==> src/rtl/motion_sequencer.sv <==
// Move-level stepper controller: accepts relative moves, drives a trapezoidal speed profile
// and counts driver step edges to track remaining steps and absolute position.
module motion_sequencer #(
    parameter int RAMP_TICK_CYCLES = 250_000,
    parameter int MIN_SPEED        = 10
) (
    input  logic               clock,
    input  logic               reset_n,
    input  logic               cmd_valid,
    output logic               cmd_ready,
    input  logic [23:0]        cmd_steps,
    input  logic [9:0]         cmd_max_speed,
    input  logic [9:0]         cmd_accel,
    input  logic               abort,
    input  logic               step_in,
    output logic [9:0]         speed,
    output logic               dir_out,
    output logic               run_en,
    output logic               busy,
    output logic               done,
    output logic               aborted,
    output logic signed [31:0] position
);
    localparam int            TW        = (RAMP_TICK_CYCLES > 1) ? $clog2(RAMP_TICK_CYCLES) : 1;
    localparam logic [TW-1:0] TICK_LAST = TW'(RAMP_TICK_CYCLES - 1);
    localparam logic [9:0]    MIN_SPD   = 10'(MIN_SPEED);

    typedef enum logic [2:0] {IDLE, ACCEL, CRUISE, DECEL, STOP} state_t;
    state_t state, next_state;

    logic [23:0]   remaining, ramp_steps, rem_nxt, ramp_nxt, mag;
    logic [9:0]    speed_q, vmax, acc, spd_up_sat, spd_dn_sat;
    logic [10:0]   spd_up, spd_floor;
    logic [TW-1:0] tick_cnt;
    logic          step_d, abort_lat;
    logic          running, accept, step_edge, tick, stop_cond, decel_entry;

    assign running   = (state == ACCEL) || (state == CRUISE) || (state == DECEL);
    assign accept    = cmd_valid && (state == IDLE);
    assign step_edge = running && step_in && !step_d;
    assign tick      = running && (tick_cnt == TICK_LAST);
    assign mag       = cmd_steps[23] ? (~cmd_steps + 24'd1) : cmd_steps;

    // Decisions use the post-edge counts so the final edge stops the move in the next cycle
    assign rem_nxt   = remaining - {23'd0, step_edge};
    assign ramp_nxt  = ramp_steps + {23'd0, step_edge && (state == ACCEL)};

    assign stop_cond = running && ((remaining == 24'd0) ||
                                   (step_edge && remaining == 24'd1) ||
                                   (state == DECEL && abort_lat && speed_q == MIN_SPD && step_edge));
    assign decel_entry = ((state == ACCEL) || (state == CRUISE)) &&
                         ((rem_nxt <= ramp_nxt) || abort_lat);

    assign spd_up     = {1'b0, speed_q} + {1'b0, acc};
    assign spd_up_sat = (spd_up > {1'b0, vmax}) ? vmax : spd_up[9:0];
    assign spd_floor  = {1'b0, acc} + {1'b0, MIN_SPD};
    assign spd_dn_sat = ({1'b0, speed_q} < spd_floor) ? MIN_SPD : (speed_q - acc);

    always_ff @(posedge clock or negedge reset_n) begin
        if (!reset_n) state <= IDLE;
        else          state <= next_state;
    end

    always_comb begin
        next_state = state;
        case (state)
            IDLE:   if (cmd_valid) next_state = (cmd_steps == 24'd0) ? STOP : ACCEL;
            ACCEL, CRUISE, DECEL: begin
                if (stop_cond)                              next_state = STOP;
                else if (decel_entry)                       next_state = DECEL;
                else if (state == ACCEL && speed_q == vmax) next_state = CRUISE;
            end
            STOP:    next_state = IDLE;
            default: next_state = IDLE;
        endcase
    end

    always_comb begin
        cmd_ready = (state == IDLE);
        busy      = (state != IDLE);
        run_en    = running;
        done      = (state == STOP);
        speed     = running ? speed_q : 10'd0;
    end

    always_ff @(posedge clock or negedge reset_n) begin
        if (!reset_n) begin
            step_d     <= 1'b0;
            remaining  <= '0;
            ramp_steps <= '0;
            tick_cnt   <= '0;
            speed_q    <= '0;
            vmax       <= '0;
            acc        <= '0;
            dir_out    <= 1'b0;
            abort_lat  <= 1'b0;
            aborted    <= 1'b0;
            position   <= '0;
        end else begin
            step_d <= step_in;
            if (accept) begin
                remaining  <= mag;
                dir_out    <= ~cmd_steps[23];
                vmax       <= (cmd_max_speed < MIN_SPD) ? MIN_SPD : cmd_max_speed;
                acc        <= (cmd_accel == 10'd0) ? 10'd1 : cmd_accel;
                ramp_steps <= '0;
                tick_cnt   <= '0;
                abort_lat  <= 1'b0;
                aborted    <= 1'b0;
                speed_q    <= MIN_SPD;
            end else if (running) begin
                tick_cnt   <= tick ? '0 : tick_cnt + TW'(1);
                remaining  <= rem_nxt;
                ramp_steps <= ramp_nxt;
                if (step_edge) position <= dir_out ? position + 32'sd1 : position - 32'sd1;
                if (abort) abort_lat <= 1'b1;
                // A tick coinciding with DECEL entry is dropped; DECEL takes over from the next tick
                if (stop_cond) begin
                    speed_q <= '0;
                    aborted <= abort_lat | abort;
                end else if (!decel_entry && tick) begin
                    if (state == ACCEL)      speed_q <= spd_up_sat;
                    else if (state == DECEL) speed_q <= spd_dn_sat;
                end
            end
        end
    end
endmodule

==> config.mk <==
export PLATFORM = sky130hd
export DESIGN_NAME = motion_sequencer
export DESIGN_NICKNAME = d
export VERILOG_FILES = /design/src/rtl/motion_sequencer.sv
export SDC_FILE = /design/constraint.sdc
export NUM_CORES = 1
export LEC_CHECK = 0
export ABC_AREA = 1
export CAP_MARGIN = 20
export CORE_AREA = 4 4 181 218
export CTS_CLUSTER_DIAMETER = 120
export DETAILED_ROUTE_END_ITERATION = 16
export DIE_AREA = 0 0 185 222
export PLACE_DENSITY_LB_ADDON = 0.25
export SLEW_MARGIN = 5
export SYNTH_ARGS = -nofsm -noshare
export SYNTH_HDL_FRONTEND = slang
export SYNTH_SLANG_ARGS = --single-unit
export TNS_END_PERCENT = 5
==> constraint.sdc <==
create_clock -name clock -period 8.9 [get_ports clock]
set_input_delay 1.335 -clock clock [delete_from_list [all_inputs] [get_ports clock]]
set_output_delay 1.335 -clock clock [all_outputs]
set_load 0.05 [all_outputs]
==> reports/qor.txt, run 1 <==
Hold crit path type: reg -> reg
Pwr dens: 392 nW/um2
Gpl congestion: 0.960
Worst reg2reg path startpoint: state[2]
Total number of cells along the worst setup path: 27
Cell repeated most along the worst path: nand2_1
FP Rows: 78
Post-synthesis sequential area ratio: 28.7%
Ys Warns: 0
DP HPWL: 28.9 mm
Nets: 1,962
Number of synthesized flops with an enable pin: 0
Reg2Reg Depth: 27
Fillers: 4,044
Mapped Avg Cell Area: 6.84 um2
Hold Vio Cnt, Final: 0
Critical Path RT: 9.23 ns
CP bufs+invs: 6
Vias per inst: 5.02
Outcome: complete, no violations
F_max: 187 MHz
Leading post-synthesis cells by cell area: dfrtp_1 29%, nand2_1 14%, ha_1 10%
Post-route cell area: 13,800 um2
Leak Pwr: 6.64 nW
Full die area: 41,100 um2
Drt first pass iters: 5
Via count: 11,553
# diodes: 0
Hold WS: 0.512 ns
IO Port Bufs: 96
Most frequent cells in the layout: 438 x nand2_1, 230 x inv_1, 183 x nor2_1
Async S/R FF share, synth: 100%
CP max FO: 42
Max stage delay cell, worst path: inv_2
Post-route ant nets: 0
Post-CTS Setup Bufs: 0
R2R Path End: speed_q[4]
Met2 Wirelength: 17.9 mm
Kind of critical path: in -> reg
Total gr overflow: 0
Chip height: 222 um
Final cell count without fillers: 2,303
Number of global-route vias before repair: 11,524
Crit end category: flip-flop
1st-iter DRT viols: 664
WL/cell: 15.9 um
First-pass GRT wire length: 58.6 mm
Largest net degree at the start of global routing: 80
Final WL: 36.7 mm
RSZ-0062 raised after global routing: false
Synthesized Nets: 1,873
CP max stage delay: 0.52 ns
Placed Cells: 2,273
Max VDD drop: 162 uV
Bufs on Longest Clock Path: 2
Total chip power: 5.43 mW
Max-Cap Viols: 0
Num CTS Buffers: 17
CP delay by family, top: simple AND/OR/NAND/NOR gates
Post-CTS sizing: 0
Post-synth top area cell: dfrtp_1
Area of the core: 37,500 um2
Cell Area, Placed: 13,300 um2
TNS Setup: 0 ns
Die W: 185 um
Sinks on Clock Net: 135
CTS tree: yes
Slew HR: 26.5%
Io pins: 97
Top_reg_cell synth: dfrtp_1
Post-Syn Area: 11,800 um2
Layout cells sized above 1: 4.94%
CP startpoint: step_in
Setup crit start kind: primary input
Setup Skew: 0.0140 ns
DRT met1 WL: 15.5 mm
Met3 WL: 1.57 mm
FF-to-FF setup slack: 3.62 ns
Worst-skew pair later-pin latency: 0.45 ns
Reg area: 3380 um2
Synth top area share: 28.7%
Post-route DRC: 0
Multi-input gate area: 7360 um2
Highest metal used: met4
Worst setup path endpoint: speed_q[4]
Final critical-path required period: 5.35 ns
Library cells used by synthesis: 55
Starting Density: 31.5%
Endpoints failing setup: 0
Initial antenna violation count: 0
Cells after Synth: 1,723
Clock Tree Root: clkbuf_16
Startpoint of the worst hold path: position[25]
Worst slew pin tran: 1.09 ns
CTS clk-pin slew, worst paths: 0.06 ns
CTS hold repair buffers: 0
Post-synthesis register bit count: 135
Tcrit/Tclk final: 60.1%
Commonest non-fill, non-tap cell in the layout: nand2_1
Worst EP arrival: 5.67 ns
Area Growth Syn to Fin: 17.3%
All-Layer GR Usage: 17.9%
Final slew viol count: 0
H-tree depth: 4
==> registers in the layout, summed over array words and instances (netlist names) <==
signal and count:
step_d 1, aborted 1, remaining 24, position 32, acc 10, speed_q 10, state 3, vmax 10
tick_cnt 18, dir_out 1, ramp_steps 24, abort_lat 1
==> final cells by class <==
cell class | instances | share of cell area (%)
repair buffers | 104 | 7.39
clock inverters | 12 | 0.941
inverters | 238 | 6.48
clock buffers | 18 | 3.18
flip-flops and latches | 135 | 24.4
well taps | 480 | 4.34
multi-input cells | 1316 | 53.2
==> worst min-delay path by stage <==
stage	slack (ns)	cells after the start	end
after global routing	0.54	2	position[25]
after global placement	0.50	2	position[28]
final	0.51	2	position[25]
after detailed placement	0.50	1	ramp_steps[0]
after floorplan	0.47	1	ramp_steps[0]
after CTS	0.51	1	ramp_steps[0]
==> per-stage QoR <==
stage	utilization (%)	worst slack, ns
after global placement	35.4	3.19
after global routing	36.9	3.11
after floorplan	-	4.34
after detailed placement	35.4	3.06
after CTS	36.9	3.53
final	36.9	3.55
==> metal layers <==
| metal | global-route usage (%) | vias up |
|---|---|---|
| met5 | 0 | - |
| met4 | 9.07 | 0 |
| met3 | 2.74 | 86 |
| met2 | 30.7 | 293 |
| met1 | 21.5 | 5334 |
| li1 | - | 5840 |
==> synth_stat cells (2+ instances only) <==
cell / n
nand2_2: 7
o22ai_1: 16
nor3_1: 25
nor4_1: 14
buf_2: 6
nand3b_1: 4
inv_2: 6
nor2_2: 5
a31oi_1: 14
clkbuf_1: 24
nand4_2: 2
nand3_1: 105
dfrtp_1: 135
o31ai_1: 2
nand3_4: 3
xor2_1: 53
or2_2: 11
o21ai_0: 107
nand2_1: 438
a21oi_1: 90
nor2_4: 3
o21ai_1: 2
fa_1: 3
xnor2_1: 35
ha_1: 98
nor3_4: 4
nor2_1: 183
a21boi_0: 4
a211oi_1: 2
o211ai_1: 7
o21ai_2: 2
nand2_4: 3
buf_4: 2
o221ai_1: 7
inv_1: 230
a21o_1: 5
nand4_1: 41
o21bai_1: 8
==> worst reg2reg max path, delay by kind of cell, from the launching register on <==
family / cells / cell delay, ns
DFF: 1 / 0.44
adders and majority gates: 3 / 0.79
and+or+nand+nor: 20 / 3.16
buffers and inverters: 4 / 0.77
==> report_power, final <==
part           internal, mW  leakage, nW  total (mW)  switching (mW)
clock network         0.415        0.266       0.705           0.290
logic                  1.22         4.65        3.58            2.36
registers             0.850         1.72        1.14           0.288
total                  2.49         6.64        5.43            2.94
==> cells by family after synthesis <==
| logic type | share of synthesized area, % |
|---|---|
| buffers and inverters | 8.87 |
| AO/OA/AOI/OAI | 13.2 |
| XOR/XNOR | 6.68 |
| AND/OR/NAND/NOR | 31.7 |
| adder cells (fa/ha/maj) | 10.9 |
| flip-flops | 28.7 |
(Power assumes the default switching activity.)
==> run 2, diff against run 1 <==
- clock period: 8.9 -> 5.3 ns (I/O delays scaled with it)
==> run 2 against run 1 <==
Worst hold slack worse by 0.015 ns. Clock skew is 0.0032 ns lower. Sequential share of layout area hardly changed. Routed wire length rose by 1.3%. Global-route usage rose by 0.30 points. Critical path depth unchanged. Setup slack worse by 2.7 ns. Flip-flop and latch count unchanged. Die area is the same. Critical endpoint is now speed_q[3]. Highest routed layer unchanged.
==> reports/qor.txt, run 2 (synthesis results as in run 1) <==
Outcome: complete, no violations (unchanged)
Total gr overflow: 0 (unchanged)
CTS hold repair buffers: 0 (unchanged)
Final WL: 37.2 mm (was 36.7 mm)
Met1 Use GR: 22.2% (was 21.5%)
Setup Skew: 0.0107 ns (was 0.0140 ns)
DP HPWL: 29.3 mm (was 28.9 mm)
IO Port Bufs: 96 (unchanged)
F_max: 226 MHz
Top reg by flops: position (unchanged)
Commonest non-fill, non-tap cell in the layout: nand2_1 (unchanged)
H-tree depth: 4 (unchanged)
Critical Path RT: 5.64 ns (was 9.23 ns)
CP bufs+invs: 4 (was 6)
Nets: 1,966 (was 1,962)
Final cell count without fillers: 2,309 (was 2,303)
RSZ-0062 raised after global routing: false (unchanged)
# diodes: 0 (unchanged)
Drt first pass iters: 5 (unchanged)
Area Growth Syn to Fin: 17.5% (was 17.3%)
Layout cells sized above 1: 5.19% (was 4.94%)
Post-route DRC: 0 (unchanged)
Cell Area, Placed: 13,300 um2 (about the same)
Post-route ant nets: 0 (unchanged)
Full die area: 41,100 um2 (unchanged)
WL/cell: 16.1 um (was 15.9 um)
Final worst slack: 0.881 ns (was 3.55 ns)
Clock Tree Root: clkbuf_16 (unchanged)
Post-CTS sizing: 0 (unchanged)
First-pass GRT wire length: 59.6 mm (was 58.6 mm)
Max VDD drop: 297 uV (was 162 uV)
Sinks on Clock Net: 135 (unchanged)
Worst-skew pair later-pin latency: 0.45 ns (about the same)
Biggest regs: position (32), ramp_steps (24), remaining (24) (unchanged)
Number of global-route vias before repair: 11,492 (was 11,524)
Worst slew pin tran: 0.989 ns (was 1.09 ns)
Max stage delay cell, worst path: clkdlybuf4s50_1 (was inv_2)
1st-iter DRT viols: 612 (was 664)
Kind of critical path: in -> reg (unchanged)
Cell repeated most along the worst path: nand2_1 (unchanged)
Num CTS Buffers: 17 (unchanged)
Placed Cells: 2,277 (was 2,273)
CP max stage delay: 0.47 ns (was 0.52 ns)
Met3 Resource Use GR: 2.17% (was 2.74%)
Post-route cell area: 13,800 um2 (about the same)
CTS tree: yes (unchanged)
CTS clk-pin slew, worst paths: 0.07 ns (was 0.06 ns)
Bufs on Longest Clock Path: 2 (unchanged)
Gpl congestion: 0.948 (was 0.960)
All-Layer GR Usage: 18.2% (was 17.9%)
Worst EP arrival: 4.76 ns (was 5.67 ns)
Hold Vio Cnt, Final: 0 (unchanged)
Crit end category: flip-flop (unchanged)
Endpoints failing setup: 0 (unchanged)
Slew HR: 33.5% (was 26.5%)
Max FFs per register: 32 (unchanged)
TNS Setup: 0 ns (unchanged)
Setup crit start kind: primary input (unchanged)
Io pins: 97 (unchanged)
CP max FO: 10 (was 42)
Chip height: 222 um (unchanged)
CP delay by family, top: simple AND/OR/NAND/NOR gates (unchanged)
Met2 GRT Util: 32.4% (was 30.7%)
Post-CTS Setup Bufs: 0 (unchanged)
Dpl ws: 0.337 ns (was 3.06 ns)
Total chip power: 9.13 mW (was 5.43 mW)
Hold crit path type: in -> async (was reg -> reg)
Starting Density: 31.5% (unchanged)
Most frequent cells in the layout: 438 x nand2_1, 230 x inv_1, 183 x nor2_1 (unchanged)
Leak Pwr: 6.65 nW (was 6.64 nW)
Initial antenna violation count: 0 (unchanged)
Vias per inst: 5.00 (was 5.02)
Pwr dens: 660 nW/um2 (was 392 nW/um2)
GRT busiest layer: met2 (unchanged)
Tcrit/Tclk final: 83.4%
Largest net degree at the start of global routing: 99 (was 80)
Die W: 185 um (unchanged)
Area of the core: 37,500 um2 (unchanged)
FP Rows: 78 (unchanged)
Max-Cap Viols: 0 (unchanged)
Final slew viol count: 0 (unchanged)
Final critical-path required period: 4.42 ns
Via count: 11,556 (was 11,553)
[run 2: cell count changes in the layout (fill, tap and decap cells not counted), sizes merged]
| cell | change |
|---|---|
| buf | +4 |
| bufinv | -1 |
| clkinv | +2 |
| clkinvlp | -1 |
| inv | +2 |
[run 2: layout make-up]
class                   count  area, um2
well taps                 480        601
clock inverters            14        128
flip-flops and latches    135       3380
repair buffers            108       1050
clock buffers              18        429
multi-input cells        1316       7360
fillers                  4057      23600
inverters                 238        896
[run 2: power breakdown]
part           internal [mW]  total (mW)  switching (mW)  leakage [nW]
Clock                  0.648        1.16           0.517         0.263
Sequential              1.43        1.91           0.481          1.72
Combinational           2.07        6.06            3.99          4.67
[run 2: worst paths after layout]
kind / start / endpoint / cells past startpoint / slack, ns
min in group clock: position[28] / position[28] / 2 / 0.51
min: reset_n / ramp_steps[17] / 1 / 0.50
max: step_in / speed_q[3] / 27 / 0.88
max reg2reg: state[2] / speed_q[3] / 27 / 0.89
min reg2reg: position[28] / position[28] / 2 / 0.51
max in group asynchronous: reset_n / position[28] / 2 / 3.68
[run 2: stage by stage]
step | util, % | hold slack [ns]
global placement | 35.5 | 0.495
floorplan | - | 0.472
CTS | 36.9 | 0.520
finish | 36.9 | 0.497
detailed placement | 35.5 | 0.504
global route | 36.9 | 0.540
[run 2: per-layer routing]
metal  vias up  wire length (um)
met5         -                 0
met4         0              1220
met3        67              1160
met2       272             18700
met1      5378             16100
li1       5839                 -
